--- src/rtl/btn_event.sv ---
// btn_event: turns one debounced button level into press / short / long / repeat event pulses.
// Auto-repeat while held is compiled in only when BTN_EVENT_AUTO_REPEAT_EN is defined.
module btn_event #(
   parameter int LONG_MS   = 1000,
   parameter int REPEAT_MS = 200,
   parameter int CNT_W     = 11
) (
   input  logic CP_1KHz,
   input  logic CR,
   input  logic btn_in,
   output logic press_pulse,
   output logic short_pulse,
   output logic long_pulse,
   output logic repeat_pulse,
   output logic held
);

   typedef enum logic [1:0] {
      IDLE    = 2'd0,
      PRESSED = 2'd1,
      LONG    = 2'd2
   } state_t;

   localparam logic [CNT_W-1:0] LONG_LAST = CNT_W'(LONG_MS - 1);
`ifdef BTN_EVENT_AUTO_REPEAT_EN
   localparam logic [CNT_W-1:0] REPEAT_LAST = CNT_W'(REPEAT_MS - 1);
`endif

   state_t           state;
   state_t           state_next;
   logic [CNT_W-1:0] cnt;
   logic [CNT_W-1:0] cnt_next;
   logic             press_next;
   logic             short_next;
   logic             long_next;
`ifdef BTN_EVENT_AUTO_REPEAT_EN
   logic             repeat_next;
`endif

   // Every output is a register; CR wins over any press in progress.
   always_ff @(posedge CP_1KHz) begin
      if (CR) begin
         state       <= IDLE;
         cnt         <= '0;
         press_pulse <= 1'b0;
         short_pulse <= 1'b0;
         long_pulse  <= 1'b0;
         held        <= 1'b0;
`ifdef BTN_EVENT_AUTO_REPEAT_EN
         repeat_pulse <= 1'b0;
`endif
      end else begin
         state       <= state_next;
         cnt         <= cnt_next;
         press_pulse <= press_next;
         short_pulse <= short_next;
         long_pulse  <= long_next;
         held        <= (state_next != IDLE);
`ifdef BTN_EVENT_AUTO_REPEAT_EN
         repeat_pulse <= repeat_next;
`endif
      end
   end

`ifndef BTN_EVENT_AUTO_REPEAT_EN
   assign repeat_pulse = 1'b0;
`endif

   always_comb begin
      state_next = state;
      cnt_next   = cnt;
      case (state)
         IDLE: begin
            cnt_next = '0;
            if (btn_in) begin
               state_next = PRESSED;
            end
         end
         PRESSED: begin
            // Release is checked first so it beats a coincident long threshold.
            if (!btn_in) begin
               state_next = IDLE;
            end else if (cnt == LONG_LAST) begin
               state_next = LONG;
               cnt_next   = '0;
            end else begin
               cnt_next = cnt + 1'b1;
            end
         end
         LONG: begin
            if (!btn_in) begin
               state_next = IDLE;
`ifdef BTN_EVENT_AUTO_REPEAT_EN
            end else if (cnt == REPEAT_LAST) begin
               cnt_next = '0;
            end else begin
               cnt_next = cnt + 1'b1;
            end
`else
            end else begin
               cnt_next = '0;
            end
`endif
         end
         default: begin
            state_next = IDLE;
            cnt_next   = '0;
         end
      endcase
   end

   // Pulse decode mirrors the transition conditions, so a release always suppresses long/repeat.
   always_comb begin
      press_next = 1'b0;
      short_next = 1'b0;
      long_next  = 1'b0;
`ifdef BTN_EVENT_AUTO_REPEAT_EN
      repeat_next = 1'b0;
`endif
      case (state)
         IDLE:    press_next = btn_in;
         PRESSED: begin
            short_next = !btn_in;
            long_next  = btn_in && (cnt == LONG_LAST);
         end
         LONG: begin
`ifdef BTN_EVENT_AUTO_REPEAT_EN
            repeat_next = btn_in && (cnt == REPEAT_LAST);
`endif
         end
         default: begin
            press_next = 1'b0;
         end
      endcase
   end

endmodule

--- config.mk ---
export PLATFORM = sky130hd
export DESIGN_NAME = btn_event
export DESIGN_NICKNAME = d
export VERILOG_FILES = /design/src/rtl/btn_event.sv
export SDC_FILE = /design/constraint.sdc
export NUM_CORES = 1
export LEC_CHECK = 0
export ABC_AREA = 1
export CORE_UTILIZATION = 39
export CTS_CLUSTER_SIZE = 16
export DETAILED_ROUTE_END_ITERATION = 12
export SLEW_MARGIN = 5
export SYNTH_ARGS = -nofsm -noshare
export SYNTH_HDL_FRONTEND = slang
export SYNTH_SLANG_ARGS = --single-unit
--- constraint.sdc ---
create_clock -name CP_1KHz -period 1.76 [get_ports CP_1KHz]
set_clock_uncertainty 0.2 [all_clocks]
set_input_delay 0.352 -clock CP_1KHz [delete_from_list [all_inputs] [get_ports CP_1KHz]]
set_output_delay 0.352 -clock CP_1KHz [all_outputs]
set_load 0.01 [all_outputs]
# After elaboration in Yosys (flattened, before gate mapping)
# Index checks and enable logic that the tools add are counted.
[word_totals]
word_cells = 30
romBits = 0
latchBits = 0
n_memories = 0
mem_bits_rw = 0
register_bits = 17
[op_classes]
shift = 0
eq_ne = 5
bitwise_logic = 2
order_cmp = 0
reduce_logical = 7
n_mul = 0
addsub = 1
n_mux = 9
n_div = 0
[ops]
columns = ["op", "n"]
rows = [
  ["$mux W11", 3],
  ["$pmux W11 S2", 1],
  ["$add A11 B1 Y11 const B", 1],
  ["$eq A11 B10 Y1 const B", 1],
  ["$mux W2", 4],
  ["$pmux W2 S3", 1],
  ["$ne A2 B2 Y1 const B", 2],
  ["$reduce_or A2 Y1", 2],
  ["$eq A2 B1 Y1 const B", 1],
  ["$eq A2 B2 Y1 const B", 1],
  ["$logic_not A2 Y1", 1],
  ["$not A1 Y1", 2],
  ["$reduce_and A2 Y1", 1],
  ["$reduce_bool A2 Y1", 1],
  ["$logic_and A1 B1 Y1", 1],
  ["$logic_not A1 Y1", 1],
]

# Logic depth before layout (Yosys ltp)
[logic_depth]
depth_word = 5
mapped_depth = 8

# Least setup slack after synthesis
# OpenSTA, ideal clock, no wires.
[synth_path]
kind = "flip-flop to flip-flop"
start = "reg cnt[0]"
end = "reg cnt[10]"
path_buffers = 0
arrival_ns = 1.074
setup_ns = 0.119
setup_slack_ns = 0.367
path_stages_with_launch = 7
synth_period_minus_slack_ns = 1.393
path_cell_list = "dfxtp_1 ha_1 nand3_1 clkinv_1 nand3_2 a21oi_4 nor2_1"
[synth_between]
elab_chain_cells = 4
[synth_lines]
columns = ["item", "line_no", "source"]
rows = [
  ["start: declaration", "31", "logic [CNT_W-1:0] cnt;"],
  ["start signal: assignment", "54", "cnt <= cnt_next;"],
  ["$add A11 B1 Y11 / $eq A11 B10 Y1 (equally long branches)", "87, 83", ""],
  ["$mux W11 *", "83", "end else if (cnt == LONG_LAST) begin"],
  ["$mux W11 *", "81", "if (!btn_in) begin"],
  ["$pmux W11 S2 *", "72", "case (state)"],
]
# Every way passes the cells marked *; elsewhere a longest branch is shown, timed or not. The select of a mux whose other input is x is not followed.
# A chain may end at the register's enable or synchronous reset.

# Worst setup path in the final report
[layout_path]
start = "reg press_pulse"
end = "out press_pulse"
[layout_rtl]
columns = ["item", "line_no", "source"]
rows = [
  ["start: declaration", "11", "output logic press_pulse,"],
  ["start signal: assignment", "55", "press_pulse <= press_next;"],
]
# No word-level cell between the ends.

==> results.cfg <==
[worst_setup_path]
rr_worst_depth = 6
critPathArrivalTime_ns = 1.15
crit_buf_inv = 1
cp_slowest_stage_delay_ns = 0.52
path_max_fanout = 1
worst_setup_path_end_kind = output pin
worst-path-stages = 1
cp_slowest_cell = clkdlybuf4s50_1
path_cells = clkdlybuf4s50_1
cpLargestDelayFamily = buffers and inverters
critPathLaunchType = register
crit_type = reg -> out
cp.required_ns = 1.21

[synthesis]
yosys.area.top_type = dfxtp_1
synth.distinct_cells = 26
synth_nets = 134
async_flop_share_pct = 0
synth_area_sq_um = 893
synth_seq_cells = 17
postSynthAreaPerCell_sq_um = 6.87
synth_edf_count = 0
synth.area.top_cells = dfxtp_1 (38%), nand2_1 (18%), inv_1 (8.0%)
synth.yosys.seq_area_share_pct = 38.1
ys.flop_type = dfxtp_1
yosys_warnings = 0
syn_inst = 130
yosysTopAreaCellShare_pct = 38.1

[die]
die_area_sq_um = 2490
die-width_um = 49.9
die_y_um = 49.9
core_area_sq_um = 2060
start_util_pct = 43.3
ios = 8
num_rows = 16

[final_layout]
layout_common_cells = nand2_1 (42), inv_1 (19), dfxtp_1 (17), nor2_1 (12), nand3_1 (8)
multi_input_area_sq_um = 448
antennaDiodeCount = 0
final_nets = 147
regArea_sq_um = 340
area_growth_pct = 16.2
fill_cells = 219
final_area_sq_um = 1040
drive_above_1_share_pct = 15.5
fin_util_pct = 50.4
mostFrequentLayoutCell = nand2_1

[global_routing]
globalRouteOverflowTotal = 0
antenna_found_initial = 0
grt_max_degree = 11
grt_pass1_wl_um = 3060
grt_util_all_layers_pct = 16.3
grt_pass1_vias = 730

[worst_hold_path]
hold_depth = 2
hold_path.class = reg -> reg

[run_status]
status = complete, no violations

[timing]
report.final.slew_viol_count = 0
hold_violations = 0
finalSetupTns_ns = 0
min_period_over_period_pct = 96.5
setup_violations = 0
layout_setup_ws_ns = 0.0616
fmax_mhz = 589
fin_crit_ns = 1.70
rsz0062_at_grt = no

[cts]
cts_hold_buf = 0
cts_tree = yes
cts_root_buffer = clkbuf_4
cts_buffers = 3
ctsResizeCount = 0
clkSinkCount = 17
clkTransAtPathRegs_ns = 0.10
cts_setup_buffers = 0
clk_path_buf_depth = 2
ctsHtreeMaxLevel = 1
clock_latency_ns = 0.30

[routing]
drt_iter0_drc = 21
vias = 786
drc = 0
dr.pass1.iters = 5
antenna_left = 0
drt-vias-per-instance = 4.65
wire_per_inst_um = 10.1
routed_wirelength_um = 1700

[power_and_ir_drop]
ir_worst_vdd_uv = 391
power_uw = 669
power_density_nw_per_um2 = 644
p_leak_uw = 0.000498

[flow_run]
cap_violations = 0

[placed_design]
place_worst_setup_slack_ns = 0.0242
finalWeightedCongestion = 0.753
io_buffer_count = 6
dp_hpwl_um = 1330
dpl_cell_area_sq_um = 1010
report_power, final:
group | internal, uW | leakage (uW) | switching (uW)
clock network | 84.8 | 0.0000177 | 131
logic | 27.2 | 0.000343 | 32.2
registers | 391 | 0.000138 | 3.01
total | 502 | 0.000498 | 167
synth_stat cells (2+ instances only):
cell type  number
dfxtp_1        17
inv_2           3
nand3b_1        2
inv_1          19
nand3_2         2
nor2_1         12
nand4_1         3
nand2_2         2
nand3_1         8
nor3_1          2
nand2_1        42
nor2_2          4
worst paths after layout:
check,from,end,slack (ns)
setup / recovery,press_pulse,press_pulse,0.06
hold / removal,cnt[1],cnt[1],0.28
setup reg to reg,cnt[0],cnt[8],0.23
hold reg to reg,cnt[1],cnt[1],0.28
layer usage:
| layer | part of all wire (%) | global-route usage, % | vias to the layer above |
|---|---|---|---|
| met5 | 0 | 0 | - |
| met3 | 2.7 | 2.78 | 3 |
| met2 | 42 | 25.0 | 14 |
| met4 | 1.7 | 5.71 | 0 |
| met1 | 53 | 22.7 | 350 |
| li1 | - | - | 419 |
per-stage QoR:
step                      hold WS (ns)  std cells
after floorplan                  0.229        130
after global placement           0.265        165
after detailed placement         0.270        165
after CTS                        0.286        169
after global routing             0.304        169
final                            0.283        169
registers in the layout, summed over array words and instances (netlist names):
signal       cells
long_pulse       1
press_pulse      1
held             1
state            2
short_pulse      1
cnt             11
final cells by class:
cell class	instances	share of cell area (%)
Multi-Input combinational cell	88	43.1
Sequential cell	17	32.8
Clock inverter	1	0.482
Inverter	23	8.31
Tap cell	27	3.25
Clock buffer	3	2.17
Timing Repair Buffer	10	9.88
logic make-up after synthesis:
logic type               synth area share (%)
XOR/XNOR                                0.981
buffers and inverters                    11.8
AND/OR/NAND/NOR                          42.6
adder cells (fa/ha/maj)                  1.40
flip-flops                               38.1
AO/OA/AOI/OAI                            4.76
other                                   0.420
No activity file was read; power rests on OpenSTA's default activity.
